`src/rtl/matmul_pkg.sv`:
```
// Shared definitions for the sequential NxN matrix multiplier.
package matmul_pkg;

    // Two-state controller encoding
    localparam logic ST_IDLE    = 1'b0;
    localparam logic ST_COMPUTE = 1'b1;

    // Result element width: full product plus enough headroom for an N-term sum
    function automatic int unsigned cw_f(input int unsigned dw, input int unsigned n);
        return 2 * dw + $clog2(n);
    endfunction

    // Width of the i/j/k loop counters; never narrower than one bit
    function automatic int unsigned idx_w_f(input int unsigned n);
        return (n > 1) ? $clog2(n) : 1;
    endfunction

    // LSB position of row-major element (r,c) in a packed N*N*W vector
    function automatic int unsigned elem_lsb(input int unsigned r, input int unsigned c,
                                             input int unsigned n, input int unsigned w);
        return (r * n + c) * w;
    endfunction

endpackage

```
`src/rtl/matmul_seq_nxn_mac.sv`:
```
// Single multiply-accumulate step; purely combinational, the caller owns the register.
module mac_unit #(
    parameter int unsigned DW     = 8,
    parameter int unsigned CW     = 18,
    parameter int unsigned SIGNED = 0
) (
    input  logic [DW-1:0] a,
    input  logic [DW-1:0] b,
    input  logic [CW-1:0] acc_in,
    input  logic          clr,
    output logic [CW-1:0] acc_next
);

    logic [CW-1:0] prod_ext;

    generate
        if (SIGNED != 0) begin : g_signed
            logic signed [2*DW-1:0] prod;
            // Operands widened first so the product keeps its sign at full width
            always_comb prod = $signed({{DW{a[DW-1]}}, a}) * $signed({{DW{b[DW-1]}}, b});
            // Sign-extend the product to the accumulator width
            always_comb prod_ext = {{(CW-2*DW){prod[2*DW-1]}}, prod};
        end else begin : g_unsigned
            logic [2*DW-1:0] prod;
            // Zero-extended operands give an exact unsigned product
            always_comb prod = {{DW{1'b0}}, a} * {{DW{1'b0}}, b};
            // Zero-extend the product to the accumulator width
            always_comb prod_ext = {{(CW-2*DW){1'b0}}, prod};
        end
    endgenerate

    // Accumulate, or restart the sum when clr is set
    always_comb acc_next = (clr ? '0 : acc_in) + prod_ext;

endmodule

```
`src/rtl/matmul_seq_nxn.sv`:
```
// Sequential NxN integer matrix multiplier, C = A x B, one MAC per clock.
module matmul_seq_nxn
    import matmul_pkg::*;
#(
    parameter int unsigned N      = 3,
    parameter int unsigned DW     = 8,
    parameter int unsigned SIGNED = 0,
    parameter int unsigned CW     = cw_f(DW, N)
) (
    input  logic              clk,
    input  logic              rst,
    input  logic              start,
    input  logic [N*N*DW-1:0] A_flat,
    input  logic [N*N*DW-1:0] B_flat,
    output logic [N*N*CW-1:0] C_flat,
    output logic              busy,
    output logic              done
);

    localparam int unsigned IW = idx_w_f(N);
    localparam int unsigned AW = N * N * DW;
    localparam int unsigned RW = N * N * CW;

    logic          state_q, state_d;
    logic [AW-1:0] opa_q, opa_d;
    logic [AW-1:0] opb_q, opb_d;
    logic [IW-1:0] i_q, i_d, j_q, j_d, k_q, k_d;
    logic [CW-1:0] acc_q, acc_d;
    logic [RW-1:0] buf_q, buf_d;
    logic [RW-1:0] c_q, c_d;
    logic          done_q, done_d;

    logic          load, mac_en;
    logic          last_k, last_j, last_i, last_mac;
    logic [DW-1:0] a_elem, b_elem;
    logic [CW-1:0] acc_next;

    // Loop-end flags; k runs fastest, then j, then i
    always_comb begin
        last_k   = (k_q == IW'(N - 1));
        last_j   = (j_q == IW'(N - 1));
        last_i   = (i_q == IW'(N - 1));
        last_mac = last_k && last_j && last_i;
    end

    // Select A[i][k] and B[k][j] from the latched operands
    always_comb begin
        a_elem = opa_q[elem_lsb(32'(i_q), 32'(k_q), N, DW) +: DW];
        b_elem = opb_q[elem_lsb(32'(k_q), 32'(j_q), N, DW) +: DW];
    end

    mac_unit #(
        .DW     (DW),
        .CW     (CW),
        .SIGNED (SIGNED)
    ) u_mac (
        .a        (a_elem),
        .b        (b_elem),
        .acc_in   (acc_q),
        .clr      (k_q == '0),
        .acc_next (acc_next)
    );

    // FSM state register
    always_ff @(posedge clk or posedge rst) begin
        if (rst) state_q <= ST_IDLE;
        else     state_q <= state_d;
    end

    // FSM next state: start is only honoured while idle
    always_comb begin
        state_d = state_q;
        case (state_q)
            ST_IDLE:    if (start)    state_d = ST_COMPUTE;
            ST_COMPUTE: if (last_mac) state_d = ST_IDLE;
            default:                  state_d = ST_IDLE;
        endcase
    end

    // FSM outputs and datapath strobes
    always_comb begin
        busy   = (state_q == ST_COMPUTE);
        load   = (state_q == ST_IDLE) && start;
        mac_en = (state_q == ST_COMPUTE);
    end

    // Datapath next state: operand latch, loop counters, accumulator, result buffer
    always_comb begin
        opa_d  = opa_q;
        opb_d  = opb_q;
        i_d    = i_q;
        j_d    = j_q;
        k_d    = k_q;
        acc_d  = acc_q;
        buf_d  = buf_q;
        c_d    = c_q;
        done_d = 1'b0;
        if (load) begin
            opa_d = A_flat;
            opb_d = B_flat;
            i_d   = '0;
            j_d   = '0;
            k_d   = '0;
            acc_d = '0;
        end else if (mac_en) begin
            if (last_k) begin
                buf_d[elem_lsb(32'(i_q), 32'(j_q), N, CW) +: CW] = acc_next;
                acc_d = '0;
                k_d   = '0;
                if (last_j) begin
                    j_d = '0;
                    i_d = last_i ? '0 : i_q + IW'(1);
                end else begin
                    j_d = j_q + IW'(1);
                end
            end else begin
                acc_d = acc_next;
                k_d   = k_q + IW'(1);
            end
            // Publish the whole matrix at once so C_flat is never seen half-updated
            if (last_mac) begin
                c_d    = buf_d;
                done_d = 1'b1;
            end
        end
    end

    // Datapath registers
    always_ff @(posedge clk or posedge rst) begin
        if (rst) begin
            opa_q  <= '0;
            opb_q  <= '0;
            i_q    <= '0;
            j_q    <= '0;
            k_q    <= '0;
            acc_q  <= '0;
            buf_q  <= '0;
            c_q    <= '0;
            done_q <= 1'b0;
        end else begin
            opa_q  <= opa_d;
            opb_q  <= opb_d;
            i_q    <= i_d;
            j_q    <= j_d;
            k_q    <= k_d;
            acc_q  <= acc_d;
            buf_q  <= buf_d;
            c_q    <= c_d;
            done_q <= done_d;
        end
    end

    assign C_flat = c_q;
    assign done   = done_q;

endmodule

```
`config.mk`:
```
export PLATFORM = sky130hd
export DESIGN_NAME = matmul_seq_nxn
export DESIGN_NICKNAME = d
export VERILOG_FILES = /design/src/rtl/matmul_pkg.sv /design/src/rtl/matmul_seq_nxn_mac.sv /design/src/rtl/matmul_seq_nxn.sv
export SDC_FILE = /design/constraint.sdc
export NUM_CORES = 1
export LEC_CHECK = 0
export BUFFER_PORTS_ARGS = -buffer_cell sky130_fd_sc_hd__clkbuf_2
export CAP_MARGIN = 20
export CELL_PAD_IN_SITES_DETAIL_PLACEMENT = 0
export CELL_PAD_IN_SITES_GLOBAL_PLACEMENT = 1
export CORE_MARGIN = 1.5
export CORE_UTILIZATION = 42
export DETAILED_ROUTE_END_ITERATION = 16
export GPL_TIMING_DRIVEN = 0
export MAX_ROUTING_LAYER = met4
export PLACE_DENSITY_LB_ADDON = 0.15
export REMOVE_ABC_BUFFERS = 1
export SLEW_MARGIN = 5
export SYNTH_ARGS = -nofsm -noshare
export SYNTH_HDL_FRONTEND = slang
export SYNTH_SLANG_ARGS = --single-unit
export TNS_END_PERCENT = 20
```
`constraint.sdc`:
```
create_clock -name clk -period 16.7 [get_ports clk]
set_input_delay 4.175 -clock clk [delete_from_list [all_inputs] [get_ports clk]]
set_output_delay 4.175 -clock clk [all_outputs]
set_load 0.02 [all_outputs]
```
**After elaboration in Yosys (flattened, before gate mapping)**

Cells that the tools add are included.

- Add/sub/neg operators: 8
- $mul: 4
- Equal/unequal tests: 3
- Shift operators: 4
- Mux-type cells: 24
- Bitwise operators: 2
- Reduce and logical (&&, ||, !) cells: 11

Operators by type and width:

| operator | number |
|---|---|
| bitwise mux 162 bit | 1 |
| 2-to-1 mux 162 bit | 1 |
| variable shift 18 x 34 -> 162 bit, first input constant | 1 |
| variable part select 18 x 34 -> 162 bit | 1 |
| variable part select 72 x 9 -> 8 bit | 2 |
| 2-to-1 mux 18 bit | 4 |
| negation 10 -> 34 bit | 1 |
| 2-to-1 mux 2 bit | 12 |
| adder 18 x 16 -> 18 bit | 1 |
| multiplier 8 x 8 -> 16 bit | 1 |
| adder 4 x 2 -> 5 bit | 3 |
| multiplier 5 x 4 -> 9 bit, second input constant | 1 |
| multiplier 2 x 2 -> 4 bit, second input constant | 2 |
| adder 2 x 1 -> 2 bit, second input constant | 3 |
| equality test 2 bit, second input constant | 3 |
| AND reduction 3 bit | 2 |
| nonzero test 2 bit | 3 |
| 2-to-1 mux 1 bit | 5 |
| AND reduction 2 bit | 2 |
| logical AND 1 bit | 3 |
| zero test 2 bit | 1 |
| NOT 1 bit | 2 |
| case mux 1 bit (2 select lines) | 1 |

- Flip-flop bits (word level): 494
- Input port bits: 147
- Output and inout port bits: 164
- Word-level logic and storage cells: 66

**Depth between registers and ports, before layout**

Gate-level depths: netlist (run 1).

- Word-level depth: 8
- Gate-level depth with buffers: 31
- Gate-level depth less buffers: 28

**By module**

A second synthesis (run 1) with hierarchy kept.

- Cells, all modules: 2955
- Area total of the unflattened synthesis: 28103.2 µm²

By module, submodules not included:

| module | instances | cells each | area each (µm²) | sequential area each (µm²) |
|---|---|---|---|---|
| matmul_seq_nxn | 1 | 2636 | 25380.6 | 12361.9 |
| mac_unit | 1 | 319 | 2722.6 | 0.0 |

**Worst setup path before layout (run 1)**

OpenSTA, ideal clock, no wires.

- Path kind: register to register
- Start point: reg j_q[1]
- End point: reg c_q[30] (netlist: C_flat[30])
- Library setup time: 0.125 ns
- Arrival time: 7.820 ns
- Data required time: 16.575 ns
- Slack: 8.755 ns
- Cell stages (with the launch flop): 26
- Buffers on the path: 2
- Clock period less this slack: 7.945 ns
- Cell sequence: dfrtp_1 fa_1 ha_1 inv_1 fa_1 buf_1 nor4b_1 a22oi_1 nor3_1 fa_1 inv_1 fa_1 fa_1 inv_1 fa_1 ha_1 buf_2 o211ai_1 a21o_1 o21ai_0 xnor2_1 o21ai_0 a211oi_1 o22ai_2 mux2_2 mux2_2

- Longest elaborated chain between the ends: 7
- Elaborated cells between the ends (all ways): 15
- Those cells by class: 4 x add/sub; 2 x mul; 1 x eq/ne; 3 x shift; 2 x mux; 3 x reduce/logical

Ends and longest elaborated chain:

| element | RTL line | RTL |
|---|---|---|
| start: declaration | matmul_seq_nxn.sv:27 | `logic [IW-1:0] i_q, i_d, j_q, j_d, k_q, k_d;` |
| start signal: assignment | matmul_seq_nxn.sv:144 | `j_q <= j_d;` |
| adder 4 x 2 -> 5 bit | matmul_pkg.sv:21 | `return (r * n + c) * w;` |
| variable part select 72 x 9 -> 8 bit | matmul_seq_nxn.sv:49 | `b_elem = opb_q[elem_lsb(32'(k_q), 32'(j_q), N, DW) +: DW];` |
| multiplier 8 x 8 -> 16 bit | matmul_seq_nxn_mac.sv:26 | `always_comb prod = {{DW{1'b0}}, a} * {{DW{1'b0}}, b};` |
| adder 18 x 16 -> 18 bit | matmul_seq_nxn_mac.sv:33 | `always_comb acc_next = (clr ? '0 : acc_in) + prod_ext;` |
| variable part select 18 x 34 -> 162 bit | matmul_seq_nxn.sv:107 | `buf_d[elem_lsb(32'(i_q), 32'(j_q), N, CW) +: CW] = acc_next;` |
| bitwise mux 162 bit | matmul_seq_nxn.sv:107 |  |
| 2-to-1 mux 162 bit | matmul_seq_nxn.sv:106 | `if (last_k) begin` |
| end signal: assignment | matmul_seq_nxn.sv:138 | `c_q <= '0;` |
| end signal: assignment | matmul_seq_nxn.sv:148 | `c_q <= c_d;` |
| end: declaration | matmul_seq_nxn.sv:30 | `logic [RW-1:0] c_q, c_d;` |

Several ways; a longest one is shown, not always the timed one.
A chain may end at the register's enable or synchronous reset.

**Final worst setup path (run 1)**

- Start point: reg i_q[0]
- End point: reg c_q[115] (netlist: C_flat[115])

- Longest elaborated chain between the ends: 8
- Elaborated cells between the ends (all ways): 15
- Those cells by class: 4 x add/sub; 3 x mul; 1 x eq/ne; 3 x shift; 2 x mux; 2 x reduce/logical

Ends and longest elaborated chain:

| element | RTL line | RTL |
|---|---|---|
| start: declaration | matmul_seq_nxn.sv:27 |  |
| start signal: assignment | matmul_seq_nxn.sv:143 | `i_q <= i_d;` |
| multiplier 2 x 2 -> 4 bit | matmul_pkg.sv:21 |  |
| adder 4 x 2 -> 5 bit | matmul_pkg.sv:21 |  |
| variable part select 72 x 9 -> 8 bit | matmul_seq_nxn.sv:48 | `a_elem = opa_q[elem_lsb(32'(i_q), 32'(k_q), N, DW) +: DW];` |
| multiplier 8 x 8 -> 16 bit | matmul_seq_nxn_mac.sv:26 |  |
| adder 18 x 16 -> 18 bit | matmul_seq_nxn_mac.sv:33 |  |
| variable part select 18 x 34 -> 162 bit | matmul_seq_nxn.sv:107 |  |
| bitwise mux 162 bit | matmul_seq_nxn.sv:107 |  |
| 2-to-1 mux 162 bit | matmul_seq_nxn.sv:106 |  |

Several ways; a longest one is shown, not always the timed one.

==> results by group, run 1 <==
Logic synthesis
  – Number of synthesized flops with an enable pin: 0
  – Sequential fraction of the synthesis area: 44.3%
  – Main synth FF type: dfrtp_1
  – Area leader, netlist: dfrtp_1
  – Syn avg cell area: 10.5 µm²
  – Synth async-reset ratio: 100%
  – Yosys cell types: 94
  – Dominant cells by area after synthesis: dfrtp_1 (44%), mux2_2 (11%), nand2_1 (5.0%)
  – Mapped Cells: 2650
  – Number of synthesized register bits: 494
  – Synth top area share: 44.3%
  – Netlist Area Pre-Place: 0.0279 mm²
  – YS warnings: 0

Timing
  – Fmax: 96.9 MHz
  – Crit path time final: 10.32 ns
  – Relative slew slack: 11.0%
  – Final setup violation count: 0
  – Max-slew violations: 0
  – RSZ-0062 raised after global routing: false
  – Fin worst setup slack: 6.38 ns
  – Period utilisation layout: 61.8%
  – Setup Skew: 0.0348 ns
  – Worst-margin pin slew: 1.34 ns
  – Final hold violations: 0

Critical path
  – CP delay by family, top: adder cells
  – CP max stage delay: 1.16 ns
  – Worst R2R Setup Slack: 6.38 ns
  – R2r endpoint: C_flat[115]$_DFFE_PP0P_
  – Worst R2R Path Depth: 23
  – Kind of critical path: reg2reg
  – Cell Chain, Critical Path: inv_1 -> ha_1 -> inv_1 -> fa_1 -> nor3b_1 -> a31oi_1 -> nor2_1 -> nand2_1 -> fa_1 -> fa_1 -> fa_1 -> inv_1 -> fa_1 -> ha_1 -> o21ai_0 -> nor2_1 -> nand2_1 -> a221oi_2 -> a31oi_1 -> a2bb2oi_1 -> o21ai_0 -> mux2i_1 -> o21ai_0
  – Worst EP arrival: 10.81 ns
  – Crit path max fanout: 17
  – Most used cell, CP: fa_1
  – CP startpoint kind: register
  – CP endpoint kind: register
  – Worst path bufs/invs: 3
  – RR Startpoint: i_q[0]$_DFFE_PP0P_
  – Critical path required time: 17.19 ns
  – Slowest stage cell on the critical path: fa_1

Floorplanning
  – Top-Level Pins: 311
  – Starting Density: 42.4%
  – Die area: 0.0679 mm²
  – Die Ht: 261 µm
  – Chip Width: 261 µm
  – Site Rows: 94
  – Total core area: 0.0657 mm²

Global routing
  – Largest net degree at the start of global routing: 128
  – Vias in the first global route: 22200
  – Total GRT Usage: 26.0%
  – Initial antenna violation count: 6
  – GRT overflow: 0
  – First-pass GRT wire length: 132000 µm

Layout
  – Post-layout net count: 3172
  – Final Util: 49.4%
  – Sequential Area: 0.0124 mm²
  – Footprint of the multi-input gates: 0.0147 mm²
  – Share of layout cells above drive strength 1: 27.8%
  – Fill cells: 6117
  – Area delta synth->final: 16.6%

Clocking
  – CTS tree: yes
  – Post-CTS setup buffers: 0
  – Hold buffers post-CTS: 0
  – Clk pin slew, worst setup/hold paths: 0.06 ns
  – H-tree depth: 2
  – CTS Buf Count: 55
  – Clk buf depth: 3
  – Clk sinks: 494
  – Post-cts sizing count: 0
  – Root buffer cell: clkbuf_16
  – Worst skew pair latency: 0.62 ns

Job
  – Max Cap Viol: 0

Drt
  – # DRC: 0
  – Via count: 21900
  – DRT iter0 DRCs: 1614
  – WL per Instance: 22.3 µm
  – Post-Route WL: 85200 µm
  – Vias/cell: 5.72
  – Final ANT Viol Nets: 0
  – First-pass DRT Iterations: 7

Placement
  – HPWL Detailed: 64000 µm
  – Setup WS pre-CTS: 6.49 ns
  – Buffers on Ports: 310
  – Placer Congestion: 0.962

Hold path
  – Min-delay worst type: reg2reg
  – Hold path endpoint: buf_q[38]$_DFFE_PP0P_
  – Hold path depth: 2
  – Hold Path Origin: buf_q[38]$_DFFE_PP0P_

Run status
  – Status: finished, final reports clean
[layer usage]
layer | vias up | GRT usage (%) | share of wire, %
li1 | 10100 | - | -
met4 | 0 | 6.55 | 2.2
met3 | 125 | 5.25 | 6.6
met1 | 11000 | 35.2 | 45
met5 | - | - | 0
met2 | 629 | 40.0 | 46
[cells by family after synthesis]
| logic type | share of synthesized area (%) |
|---|---|
| fa+ha+maj | 6.55 |
| xor+xnor | 1.04 |
| buf+inv | 3.29 |
| flops | 44.3 |
| simple gates | 12.8 |
| mux | 18.4 |
| compound gates | 13.5 |
[state kept, by name (all words and copies together) (netlist names)]
signal / count
done: 1
j_q: 2
k_q: 2
acc_q: 18
opa_q: 72
i_q: 2
buf_q: 162
opb_q: 72
C_flat: 162
busy: 1
[stage by stage]
step	cells	cell area (µm²)	hold slack, ns	TNS [ns]
after floorplan	2512	27300	0.442	-624.67
after global placement	3686	30000	0.457	-3219.65
after detailed placement	3714	30600	0.464	0
after CTS	3815	32400	0.477	0
after global routing	3825	32500	0.491	0
final	3826	32500	0.472	0
[worst max path at each step]
| stage | startpoint | cells after the start | slack [ns] | endpoint |
|---|---|---|---|---|
| floorplan | rst | 1 | -1.26 | C_flat[0]$_DFFE_PP0P_ |
| global placement | rst | 2 | -6.58 | C_flat[40]$_DFFE_PP0P_ |
| detailed placement | i_q[0]$_DFFE_PP0P_ | 23 | 6.49 | C_flat[30]$_DFFE_PP0P_ |
| CTS | i_q[0]$_DFFE_PP0P_ | 23 | 6.42 | C_flat[30]$_DFFE_PP0P_ |
| global route | i_q[0]$_DFFE_PP0P_ | 23 | 5.67 | C_flat[58]$_DFFE_PP0P_ |
| finish | i_q[0]$_DFFE_PP0P_ | 23 | 6.38 | C_flat[115]$_DFFE_PP0P_ |
[worst register-to-register path, stage by stage (launching register included)]
cell and delay (ns):
dfrtp_1 0.44, inv_1 0.11, ha_1 0.35, inv_1 0.12, fa_1 1.16, nor3b_1 0.82, a31oi_1 0.44, nor2_1 0.51
nand2_1 0.15, fa_1 0.60, fa_1 0.44, fa_1 0.50, inv_1 0.05, fa_1 0.43, ha_1 0.53, o21ai_0 0.21
nor2_1 0.37, nand2_1 0.18, a221oi_2 0.83, a31oi_1 0.33, a2bb2oi_1 0.81, o21ai_0 0.45, mux2i_1 0.29, o21ai_0 0.10
[final cells by class]
cell class	count	area share, %
Multi-Input combinational cell	1922	45.2
Tap cell	864	3.33
Clock inverter	13	0.439
Clock buffer	88	5.17
Timing Repair Buffer	343	6.66
Sequential cell	494	38.0
Inverter	96	1.14
Antenna cell	6	0.0462
[cell usage in the layout, fill, tap and decap left out, types with 14 or more instances in the layout]
master       n
a21oi_1     72
clkbuf_2   310
inv_1       91
clkbuf_16   56
and2_1      22
clkbuf_1    16
nor2_1     133
nor2b_1     14
dfrtp_1    493
and3_1      24
a31oi_1     34
clkbuf_8    16
mux2i_1    123
buf_16      14
nand2_1    374
mux4_2      32
o22ai_1     48
fa_1        55
nand2b_1    19
o21ai_0    207
nor3_1      49
mux2_2     276
a22o_1      16
o31ai_1     20
ha_1        57
nand3_1     81
[Yosys cell counts (34+ instances only)]
cell and count:
dfrtp_1 494, inv_1 92, o22ai_1 48, ha_1 58, nand3_1 81, nor3_1 50, a21oi_1 72, mux2i_1 123
mux2_2 276, fa_1 55, nor2_1 135, clkbuf_1 95, o21ai_0 207, a31oi_1 34, nand2_1 375
Power of run 1 is left out: the tool's default activity adds up to more than one toggle a clock period on the data nets, which glitch-free logic cannot reach.
==> run 2, diff against run 1 <==
Settings changed: CORE_UTILIZATION 42 to 47.
Clock period 16.7 ns to 10.35 ns, I/O delays scaled along.
==> run 2 against run 1 <==
Net effect: via count is 0.51% higher; wire length down 2.2%; highest routed layer unchanged; die area fell by 11%; critical path type unchanged; critical endpoint is now C_flat[52]$_DFFE_PP0P_; sequential share of layout area up 0.24 points; cell count is 2.5% lower; first-iteration DRC count grew 0.62%; hold slack worse by 0.0019 ns.
==> results by group, run 2 (synthesis results as in run 1) <==
Run status
  – Status: finished, final reports clean

Critical path
  – Worst path bufs/invs: 3 (unchanged)
  – CP endpoint kind: register
  – Crit path max fanout: 17 (unchanged)
  – Slowest stage cell on the critical path: a221oi_1
  – Critical path required time: 10.81 ns (-6.38 ns)
  – CP delay by family, top: adder cells
  – Kind of critical path: reg2reg
  – CP max stage delay: 1.11 ns (-0.05 ns)
  – Most used cell, CP: fa_1
  – Worst EP arrival: 10.37 ns (-0.44 ns)
  – CP startpoint kind: register

Global routing
  – Largest net degree at the start of global routing: 119 (-7.0%)
  – GRT overflow: 0 (unchanged)
  – Vias in the first global route: 22500 (+1.2%)
  – Total GRT Usage: 28.5% (+2.5 points)
  – First-pass GRT wire length: 130000 µm (-2.0%)
  – Initial antenna violation count: 9 (+3)

Timing
  – RSZ-0062 raised after global routing: false
  – Crit path time final: 9.90 ns (-0.417 ns)
  – Fmax: 101 MHz (+4.2%)
  – Final hold violations: 0 (unchanged)
  – Post-route setup TNS: 0 ns (unchanged)
  – Worst-margin pin slew: 1.24 ns (-0.0962 ns)
  – Setup Skew: 0.0311 ns (-0.00373 ns)
  – Fin worst setup slack: 0.447 ns (-5.93 ns)
  – Final setup violation count: 0 (unchanged)
  – Relative slew slack: 17.4% (+6.4 points)
  – Max-slew violations: 0 (unchanged)
  – Period utilisation layout: 95.7% (+34 points)

Placement
  – Setup WS pre-CTS: -0.0592 ns (-6.54 ns)
  – Placed instance area: 0.0305 mm² (-0.24%)
  – Placer Congestion: 0.981 (+2.0%)
  – Buffers on Ports: 310 (unchanged)
  – HPWL Detailed: 62500 µm (-2.2%)

Clocking
  – CTS Buf Count: 54 (-1.8%)
  – Root buffer cell: clkbuf_16
  – CTS tree: yes
  – Clk sinks: 494 (unchanged)
  – Hold buffers post-CTS: 0 (unchanged)
  – Clk buf depth: 3 (unchanged)
  – Worst skew pair latency: 0.64 ns (+0.02 ns)
  – H-tree depth: 2 (unchanged)
  – Clk pin slew, worst setup/hold paths: 0.06 ns (about the same)

Job
  – Max Cap Viol: 0 (unchanged)

Layout
  – Area delta synth->final: 15.9%
  – Most frequent cells in the layout: dfrtp_1 (493), nand2_1 (374), clkbuf_2 (310), mux2_2 (276), o21ai_0 (206)
  – Footprint of the multi-input gates: 0.0147 mm² (about the same)
  – Post-layout net count: 3171 (-0.032%)
  – Commonest non-fill, non-tap cell in the layout: dfrtp_1
  – Share of layout cells above drive strength 1: 27.5% (-0.30 points)
  – Final Util: 54.9% (+5.5 points)
  – Sequential Area: 0.0124 mm² (unchanged)
  – Fill cells: 5305 (-13%)
  – Design area: 0.0323 mm² (-0.63%)

Drt
  – DRT iter0 DRCs: 1624 (+0.62%)
  – WL per Instance: 22.4 µm (+0.32%)
  – Post-Route WL: 83300 µm (-2.2%)
  – First-pass DRT Iterations: 6 (-1)
  – Via count: 22000 (+0.51%)
  – Final ANT Viol Nets: 0 (unchanged)
  – Vias/cell: 5.90 (+3.1%)
  – # DRC: 0 (unchanged)

Floorplanning
  – Site Rows: 89 (-5.3%)
  – Starting Density: 47.4% (+5.0 points)
  – Top-Level Pins: 311 (unchanged)
  – Die area: 0.0608 mm² (-11%)
  – Chip Width: 247 µm (-5.4%)
  – Die Ht: 247 µm (-5.4%)
  – Total core area: 0.0588 mm² (-11%)

Hold path
  – Min-delay worst type: reg2reg
run 2: cell count changes in the layout (fill, tap and decap cells not counted), moves of 2 or more:
cell | previous run | this run
diode_2 | 6 | 8
clkinv_2 | 7 | 4
buf_8 | 3 | 5
clkbuf_8 | 16 | 6
clkbuf_16 | 56 | 54
clkbuf_1 | 16 | 21
buf_2 | 2 | 0
run 2: final cells by class:
type                            instances  share of cell area [%]
Sequential cell                       494                    38.3
Timing Repair Buffer                  343                    6.76
Clock buffer                           81                    4.68
Inverter                               96                    1.14
Clock inverter                         12                   0.573
Antenna cell                            8                  0.0620
Tap cell                              773                    2.99
Multi-Input combinational cell       1922                    45.5
run 2: tightest hold or removal path: cells and delay by family (launching register included):
kind,cells,cell delay (ns)
compound gates,1,0.06
flops,1,0.33
simple gates,1,0.04
run 2: layer usage:
metal	global-route usage [%]	vias to the layer above	wire length, µm
met5	-	-	0
met4	8.68	0	2440
met3	6.38	157	6250
met2	43.3	706	38200
met1	38.0	11100	36500
li1	-	10100	-
run 2: stage by stage:
stage	hold WS, ns	instances
detailed placement	0.463	3624
CTS	0.477	3717
finish	0.470	3729
floorplan	0.442	2512
global route	0.501	3729
global placement	0.456	3595
run 2: repair_timing:
action                     in CTS  in global routing
buffers inserted                0                  0
resized for setup               1                  3
hold endpoints to repair        0                  0
setup endpoints to repair      13                 85
run 2: worst paths after layout:
check                                      start                endpoint  slack [ns]  depth (start not counted)
setup / recovery              i_q[0]$_DFFE_PP0P_  C_flat[52]$_DFFE_PP0P_        0.45                         25
hold / removal             buf_q[40]$_DFFE_PP0P_   buf_q[40]$_DFFE_PP0P_        0.47                          2
setup reg to reg              i_q[0]$_DFFE_PP0P_  C_flat[52]$_DFFE_PP0P_        0.45                         25
hold reg to reg            buf_q[40]$_DFFE_PP0P_   buf_q[40]$_DFFE_PP0P_        0.47                          2
max in group asynchronous                    rst  buf_q[104]$_DFFE_PP0P_        6.86                          4
min in group asynchronous                    rst  C_flat[29]$_DFFE_PP0P_        2.01                          2
Power of run 2 is left out for the same reason.
